$ cat src/rtl/psg_bus_writer_if.sv
// Request handshake plus tone-generator write bus (A0/WR/D) for psg_bus_writer.
// master = sequencer/CPU side, slave = the writer block itself.
interface psg_bus_writer_if;
  logic        reqValid;
  logic        reqReady;
  logic        reqKind;
  logic [1:0]  reqCh;
  logic [11:0] reqData;
  logic        reqErr;
  logic        a0;
  logic        wr;
  logic [3:0]  d;
  logic        busy;

  modport master (
    output reqValid, reqKind, reqCh, reqData,
    input  reqReady, reqErr, a0, wr, d, busy
  );

  modport slave (
    input  reqValid, reqKind, reqCh, reqData,
    output reqReady, reqErr, a0, wr, d, busy
  );
endinterface

$ cat src/rtl/psg_bus_writer.sv
// Turns tone-period / enable-mask requests into address+data nibble strobes for the PSG core.
// Optional PSG_SKIP_UNCHANGED_EN: shadow registers suppress writes of unchanged nibbles.
module psg_bus_writer #(
  parameter int unsigned GAP = 1
) (
  input logic             clk,
  input logic             rst_n,
  psg_bus_writer_if.slave bus
);

  typedef enum logic [2:0] {
    S_IDLE,
    S_DROP,
    S_ADDR,
    S_ADDR_GAP,
    S_DATA,
    S_DATA_GAP
  } state_t;

  localparam logic [3:0] GAP_LAST = (GAP == 0) ? 4'd0 : 4'(GAP - 1);
  localparam logic [3:0] EN_ADDR  = 4'hF;

  state_t      state, stateNext;
  logic [3:0]  gapCnt, gapCntNext;
  logic [1:0]  nibIdx, nibIdxNext;
  logic [2:0]  pend, pendNext, pendLeft;
  logic        kindQ, kindNext;
  logic [1:0]  chQ, chNext;
  logic [11:0] dataQ, dataNext;
  logic        a0Q, a0Next;
  logic        wrQ, wrNext;
  logic [3:0]  dQ, dNext;
  logic        readyQ, readyNext;
  logic        busyQ;
  logic        errQ, errNext;
  logic [2:0]  dirty;
  logic [3:0]  toneBase, addrNext, nibNext;

  function automatic logic [1:0] firstSet(input logic [2:0] m);
    if (m[0])      return 2'd0;
    else if (m[1]) return 2'd1;
    else           return 2'd2;
  endfunction

`ifdef PSG_SKIP_UNCHANGED_EN
  logic [3:0] shadowTone [9];
  logic [8:0] toneValid;
  logic [2:0] shadowEn;
  logic       enValid;
  logic [3:0] reqBase, chkIdx, curIdx;

  always_comb begin
    dirty   = '0;
    chkIdx  = '0;
    reqBase = 4'(bus.reqCh) * 4'd3;
    if (bus.reqKind) begin
      dirty[0] = !enValid || (shadowEn != bus.reqData[2:0]);
    end else if (bus.reqCh != 2'd3) begin
      for (int unsigned i = 0; i < 3; i++) begin
        chkIdx        = reqBase + 4'(i);
        dirty[2'(i)]  = !toneValid[chkIdx] ||
                        (shadowTone[chkIdx] != bus.reqData[4'(i) * 4'd4 +: 4]);
      end
    end
  end

  assign curIdx = 4'(chQ) * 4'd3 + 4'(nibIdx);

  // Shadow tracks what the core holds: updated on the edge that samples the data strobe.
  always_ff @(posedge clk or negedge rst_n) begin
    if (!rst_n) begin
      toneValid <= '0;
      enValid   <= 1'b0;
    end else if (state == S_DATA) begin
      if (kindQ) enValid           <= 1'b1;
      else       toneValid[curIdx] <= 1'b1;
    end
  end

  always_ff @(posedge clk) begin
    if (state == S_DATA) begin
      if (kindQ) shadowEn           <= dataQ[2:0];
      else       shadowTone[curIdx] <= dataQ[{nibIdx, 2'b00} +: 4];
    end
  end
`else
  always_comb dirty = bus.reqKind ? 3'b001 : 3'b111;
`endif

  always_comb begin
    stateNext  = state;
    gapCntNext = gapCnt;
    nibIdxNext = nibIdx;
    pendNext   = pend;
    pendLeft   = pend;
    kindNext   = kindQ;
    chNext     = chQ;
    dataNext   = dataQ;
    errNext    = 1'b0;

    case (state)
      S_IDLE: begin
        if (bus.reqValid) begin
          kindNext = bus.reqKind;
          chNext   = bus.reqCh;
          dataNext = bus.reqData;
          // Illegal or fully-clean requests still spend one not-ready cycle in DROP.
          if (!bus.reqKind && bus.reqCh == 2'd3) begin
            errNext   = 1'b1;
            stateNext = S_DROP;
          end else if (dirty == '0) begin
            stateNext = S_DROP;
          end else begin
            pendNext   = dirty;
            nibIdxNext = firstSet(dirty);
            stateNext  = S_ADDR;
          end
        end
      end
      S_DROP: stateNext = S_IDLE;
      S_ADDR: begin
        gapCntNext = '0;
        stateNext  = (GAP == 0) ? S_DATA : S_ADDR_GAP;
      end
      S_ADDR_GAP: begin
        if (gapCnt == GAP_LAST) stateNext = S_DATA;
        else                    gapCntNext = gapCnt + 4'd1;
      end
      S_DATA: begin
        gapCntNext = '0;
        pendLeft   = pend & ~(3'b001 << nibIdx);
        pendNext   = pendLeft;
        if (GAP != 0) begin
          stateNext = S_DATA_GAP;
        end else if (pendLeft != '0) begin
          nibIdxNext = firstSet(pendLeft);
          stateNext  = S_ADDR;
        end else begin
          stateNext = S_IDLE;
        end
      end
      S_DATA_GAP: begin
        if (gapCnt == GAP_LAST) begin
          if (pend != '0) begin
            nibIdxNext = firstSet(pend);
            stateNext  = S_ADDR;
          end else begin
            stateNext = S_IDLE;
          end
        end else begin
          gapCntNext = gapCnt + 4'd1;
        end
      end
      default: stateNext = S_IDLE;
    endcase

    // Outputs are registered from the next state so the first strobe lands in cycle 0.
    toneBase  = 4'(chNext) * 4'd3;
    addrNext  = kindNext ? EN_ADDR : toneBase + 4'd1 + 4'(nibIdxNext);
    nibNext   = kindNext ? {1'b0, dataNext[2:0]} : dataNext[{nibIdxNext, 2'b00} +: 4];
    wrNext    = 1'b0;
    a0Next    = a0Q;
    dNext     = dQ;
    if (stateNext == S_ADDR) begin
      wrNext = 1'b1;
      a0Next = 1'b0;
      dNext  = addrNext;
    end else if (stateNext == S_DATA) begin
      wrNext = 1'b1;
      a0Next = 1'b1;
      dNext  = nibNext;
    end
    readyNext = (stateNext == S_IDLE);
  end

  always_ff @(posedge clk or negedge rst_n) begin
    if (!rst_n) begin
      state  <= S_IDLE;
      gapCnt <= '0;
      nibIdx <= '0;
      pend   <= '0;
      kindQ  <= 1'b0;
      chQ    <= '0;
      dataQ  <= '0;
      a0Q    <= 1'b0;
      wrQ    <= 1'b0;
      dQ     <= '0;
      readyQ <= 1'b1;
      busyQ  <= 1'b0;
      errQ   <= 1'b0;
    end else begin
      state  <= stateNext;
      gapCnt <= gapCntNext;
      nibIdx <= nibIdxNext;
      pend   <= pendNext;
      kindQ  <= kindNext;
      chQ    <= chNext;
      dataQ  <= dataNext;
      a0Q    <= a0Next;
      wrQ    <= wrNext;
      dQ     <= dNext;
      readyQ <= readyNext;
      busyQ  <= !readyNext;
      errQ   <= errNext;
    end
  end

  assign bus.reqReady = readyQ;
  assign bus.busy     = busyQ;
  assign bus.reqErr   = errQ;
  assign bus.a0       = a0Q;
  assign bus.wr       = wrQ;
  assign bus.d        = dQ;

endmodule

$ cat src/flat_wrapper.sv
// flat-port wrapper written by rule: the top's interface ports become plain ports
module psg_bus_writer_flat 
#(
  parameter int unsigned GAP = 1
)
  (clk, rst_n, bus_reqValid, bus_reqKind, bus_reqCh, bus_reqData, bus_reqReady, bus_reqErr, bus_a0, bus_wr, bus_d, bus_busy);
  psg_bus_writer_if bus_i ();
  input logic clk;
  input logic rst_n;
  input wire logic [$bits(bus_i.reqValid)-1:0] bus_reqValid;
  input wire logic [$bits(bus_i.reqKind)-1:0] bus_reqKind;
  input wire logic [$bits(bus_i.reqCh)-1:0] bus_reqCh;
  input wire logic [$bits(bus_i.reqData)-1:0] bus_reqData;
  output wire logic [$bits(bus_i.reqReady)-1:0] bus_reqReady;
  output wire logic [$bits(bus_i.reqErr)-1:0] bus_reqErr;
  output wire logic [$bits(bus_i.a0)-1:0] bus_a0;
  output wire logic [$bits(bus_i.wr)-1:0] bus_wr;
  output wire logic [$bits(bus_i.d)-1:0] bus_d;
  output wire logic [$bits(bus_i.busy)-1:0] bus_busy;
  assign bus_i.reqValid = bus_reqValid;
  assign bus_i.reqKind = bus_reqKind;
  assign bus_i.reqCh = bus_reqCh;
  assign bus_i.reqData = bus_reqData;
  assign bus_reqReady = bus_i.reqReady;
  assign bus_reqErr = bus_i.reqErr;
  assign bus_a0 = bus_i.a0;
  assign bus_wr = bus_i.wr;
  assign bus_d = bus_i.d;
  assign bus_busy = bus_i.busy;
  psg_bus_writer #(.GAP(GAP)) u_core (.clk(clk), .rst_n(rst_n), .bus(bus_i));
endmodule
$ cat config.mk
export PLATFORM = sky130hd
export DESIGN_NAME = psg_bus_writer_flat
export DESIGN_NICKNAME = d
export VERILOG_FILES = /design/src/rtl/psg_bus_writer_if.sv /design/src/rtl/psg_bus_writer.sv /design/src/flat_wrapper.sv
export SDC_FILE = /design/constraint.sdc
export NUM_CORES = 1
export LEC_CHECK = 0
export CAP_MARGIN = 20
export CORE_MARGIN = 3
export CORE_UTILIZATION = 45
export CTS_CLUSTER_SIZE = 10
export DETAILED_ROUTE_END_ITERATION = 10
export GPL_ROUTABILITY_DRIVEN = 0
export GPL_TIMING_DRIVEN = 0
export PLACE_DENSITY = 0.65
export SETUP_SLACK_MARGIN = 0.1
export SLEW_MARGIN = 25
export SYNTH_ARGS = -nofsm -noshare
export SYNTH_HDL_FRONTEND = slang
export SYNTH_SLANG_ARGS = --single-unit
export TNS_END_PERCENT = 20
$ cat constraint.sdc
create_clock -name clk -period 3.9 [get_ports clk]
set_clock_uncertainty 0.1 [all_clocks]
set_input_delay 0.78 -clock clk [delete_from_list [all_inputs] [get_ports clk]]
set_output_delay 0.78 -clock clk [all_outputs]
set_load 0.02 [all_outputs]
==> flow_metrics.env <==
export IMPL_status="complete, no violations"
export IMPL_dp_slack_ns=-0.502
export IMPL_rsz0062_at_grt="no"
export IMPL_die_area_sq_um=5130
export IMPL_top_layer_used="met4"
export IMPL_htreeDepth=2
export IMPL_slew_headroom=0.672
export IMPL_slowest_stage="fa_1"
export IMPL_end_kind="flop"
export IMPL_fillers=357
export IMPL_syn_area_per_cell_sq_um=9.74
export IMPL_antenna_cells=0
export IMPL_numPortBuffers=26
export IMPL_first_global_vias=1659
export IMPL_setup_viol=0
export IMPL_synth_cells=199
export IMPL_cap_violations=0
export IMPL_min_path_type="input port to async pin"
export IMPL_grt_pass1_wl_microns=7680
export IMPL_grt_max_degree=20
export IMPL_p_clk_frac=0.169
export IMPL_max_freq_mhz=274
export IMPL_p_total_mw=1.92
export IMPL_clockRootBuffer="clkbuf_8"
export IMPL_slew_violations=0
export IMPL_syn_nets=224
export IMPL_drtPass1Iterations=4
export IMPL_wl_met2_microns=2180
export IMPL_p_sw_frac=0.401
export IMPL_cp_cell_sequence="clkdlybuf4s50_1, nand3b_1, a211o_1, and2_1, buf_2, fa_1, inv_1, ha_1, a21o_1, a2111oi_2, a21oi_1, a21o_1"
export IMPL_instances_no_fill=286
export IMPL_cts_buffers=5
export IMPL_synth_top_cell_area_share=0.452
export IMPL_clk_pin_slew_ns=0.07
export IMPL_irDropWorstVdd_uv=405
export IMPL_floorplan_die_width_microns=71.6
export IMPL_multi_input_area_sq_um=946
export IMPL_met1_length_microns=1960
export IMPL_ys_warn_count=0
export IMPL_hold_violations=0
export IMPL_power_leakage_nw=1.13
export IMPL_drt_wl_total_microns=4350
export IMPL_grt_overflow=0
export IMPL_final_cell_mix="41 x nand2_1, 35 x dfrtp_1, 23 x clkdlybuf4s50_1, 16 x inv_1, 10 x o21ai_0"
export IMPL_grt_use_total=0.190
export IMPL_fin_crit_sh=0.936
export IMPL_insertion_delay_ns=0.28
export IMPL_avgViaCountPerCell=5.45
export IMPL_critPathArrivalTime_ns=3.73
export IMPL_core_sq_um=4090
export IMPL_path_class="input port to flop"
export IMPL_hold_ws_ns=0.347
export IMPL_power_density_nw_per_um2=791
export IMPL_dp_hpwl_microns=3280
export IMPL_netlist_area_sq_um=1940
export IMPL_clock_sinks=36
export IMPL_nets=260
export IMPL_register_area_sq_um=902
export IMPL_holdBufCountCts=0
export IMPL_fp_row_count=23
export IMPL_p_switching_mw=0.769
export IMPL_critPathMaxFanout=5
export IMPL_cp_common_cell="a21o_1"
export IMPL_first_iter_violations=141
export IMPL_wire_per_inst_microns=15.2
export IMPL_async_flop_share=1.00
export IMPL_ioPinCount=27
export IMPL_yosysTopAreaCell="dfrtp_1"
export IMPL_fin_ws_ns=0.251
export IMPL_worst_path_largest_cell_delay_ns=0.56
export IMPL_yosysSeqAreaShare=0.465
export IMPL_synthFlopType="dfrtp_1"
export IMPL_cts_tree="done"
export IMPL_remaining_drc_errors=0
export IMPL_die_h_microns=71.6
export IMPL_worst_pin_slew_ns=0.490
export IMPL_synth_cell_types=56
export IMPL_p_seq_frac=0.321
export IMPL_power_internal_mw=1.15
export IMPL_p_comb_frac=0.509
export IMPL_vias=1558
export IMPL_clock_path_buffers=2
export IMPL_start_util=0.474
export IMPL_wl_met3_microns=181
export IMPL_netlist_top_cells_area="dfrtp_1 45%, nand2_1 7.9%, ha_1 3.2%, inv_1 3.1%, o21ai_0 2.6%"
export IMPL_synth_seq_cells=36
export IMPL_antenna_left=0
export IMPL_placed_cells=276
export IMPL_r2r_cells=13
export IMPL_mostFrequentLayoutCell="nand2_1"
export IMPL_cp_start_kind="input port"
export IMPL_syn2layout_area_growth_pct=25.0
export IMPL_fin_crit_ns=3.65
export IMPL_antenna_found_initial=0
export IMPL_drive_gt1_frac=0.136
export IMPL_cp_data_required_time_ns=3.98
export IMPL_synth_edf_count=0
==> stage by stage <==
| step | setup TNS (ns) | instance area (sq um) | utilization |
|---|---|---|---|
| final | 0 | 2420 | 0.593 |
| after global routing | 0 | 2420 | 0.593 |
| after CTS | 0 | 2410 | 0.589 |
| after detailed placement | -1.14 | 2280 | 0.559 |
| after global placement | -0.947 | 2260 | 0.553 |
| after floorplan | 0 | 1940 | - |
==> path summary, 6_finish.rpt <==
check                                  from                to  slack (ns)
max                            bus_reqCh[1]   u_core.bus.d[3]        0.25
max in group asynchronous             rst_n   u_core.state[0]        2.91
max reg2reg                u_core.gapCnt[0]   u_core.bus.d[3]        0.39
min in group clk            u_core.dataQ[1]   u_core.dataQ[1]        0.37
min reg2reg                 u_core.dataQ[1]   u_core.dataQ[1]        0.37
min                                   rst_n  u_core.nibIdx[0]        0.35
==> synth_stat cells, drive strengths merged (2+ instances only) <==
cell type  number
a21boi          2
a21o            4
a21oi           5
a22o            3
a22oi           2
a31oi           2
and2            3
and3            2
and3b           2
buf             2
clkbuf          5
dfrtp          35
fa              2
ha              5
inv            17
mux2            3
mux2i           4
nand2          41
nand3           3
nand3b          2
nand4           2
nor2            7
nor2b           2
nor3            6
o211ai          3
o21ai          11
o221ai          2
or2             2
==> sequential cells by signal (all words and copies together) (netlist names), 2 cells and up <==
name           flops
u_core.gapCnt      4
u_core.pend        3
u_core.bus.d       4
u_core.state       3
u_core.chQ         2
u_core.nibIdx      2
u_core.dataQ      12
==> final cells by class <==
type	instances	area share
Multi-Input combinational cell	139	0.390
Sequential cell	36	0.372
Timing Repair Buffer	30	0.127
Clock buffer	5	0.0284
Inverter	17	0.0263
Tap cell	50	0.0258
Clock inverter	3	0.0176
Buffer	6	0.0124
==> power groups by stage <==
stage | clock network [mW] | registers (mW) | logic (mW)
after floorplan | 0 | 0.656 | 0.646
after global placement | 0 | 0.614 | 0.943
after detailed placement | 0 | 0.623 | 0.970
after CTS | 0.333 | 0.614 | 0.983
after global routing | 0.353 | 0.632 | 1.09
final | 0.325 | 0.616 | 0.976
==> kinds of logic after synthesis <==
kind of cell / after synthesis / share of synthesized area
and+or+nand+nor: 80 / 0.216
AOI/OAI and AO/OA: 44 / 0.167
DFF: 36 / 0.465
buffers and inverters: 24 / 0.0497
muxes: 7 / 0.0445
adders and majority gates: 7 / 0.0529
xor gates and xnor gates: 1 / 0.00452
==> timing repair <==
action	CTS	global route
pin swaps	1	2
endpoints found under the hold margin	0	0
setup endpoints to repair	3	2
gates resized for setup	2	3
setup buffers	2	1
==> worst max-delay path: cells and delay by family <==
kind	cells	cell delay, ns
fa+ha+maj	2	0.83
buf+inv	3	0.75
simple gates	2	0.31
compound gates	5	1.07
==> layer usage <==
metal | GRT usage | up-vias
met5 | 0 | -
met4 | 0.0522 | 0
met3 | 0.0449 | 4
met2 | 0.311 | 39
met1 | 0.253 | 748
li1 | - | 767
Note: power is estimated with default switching activity, not from simulation.
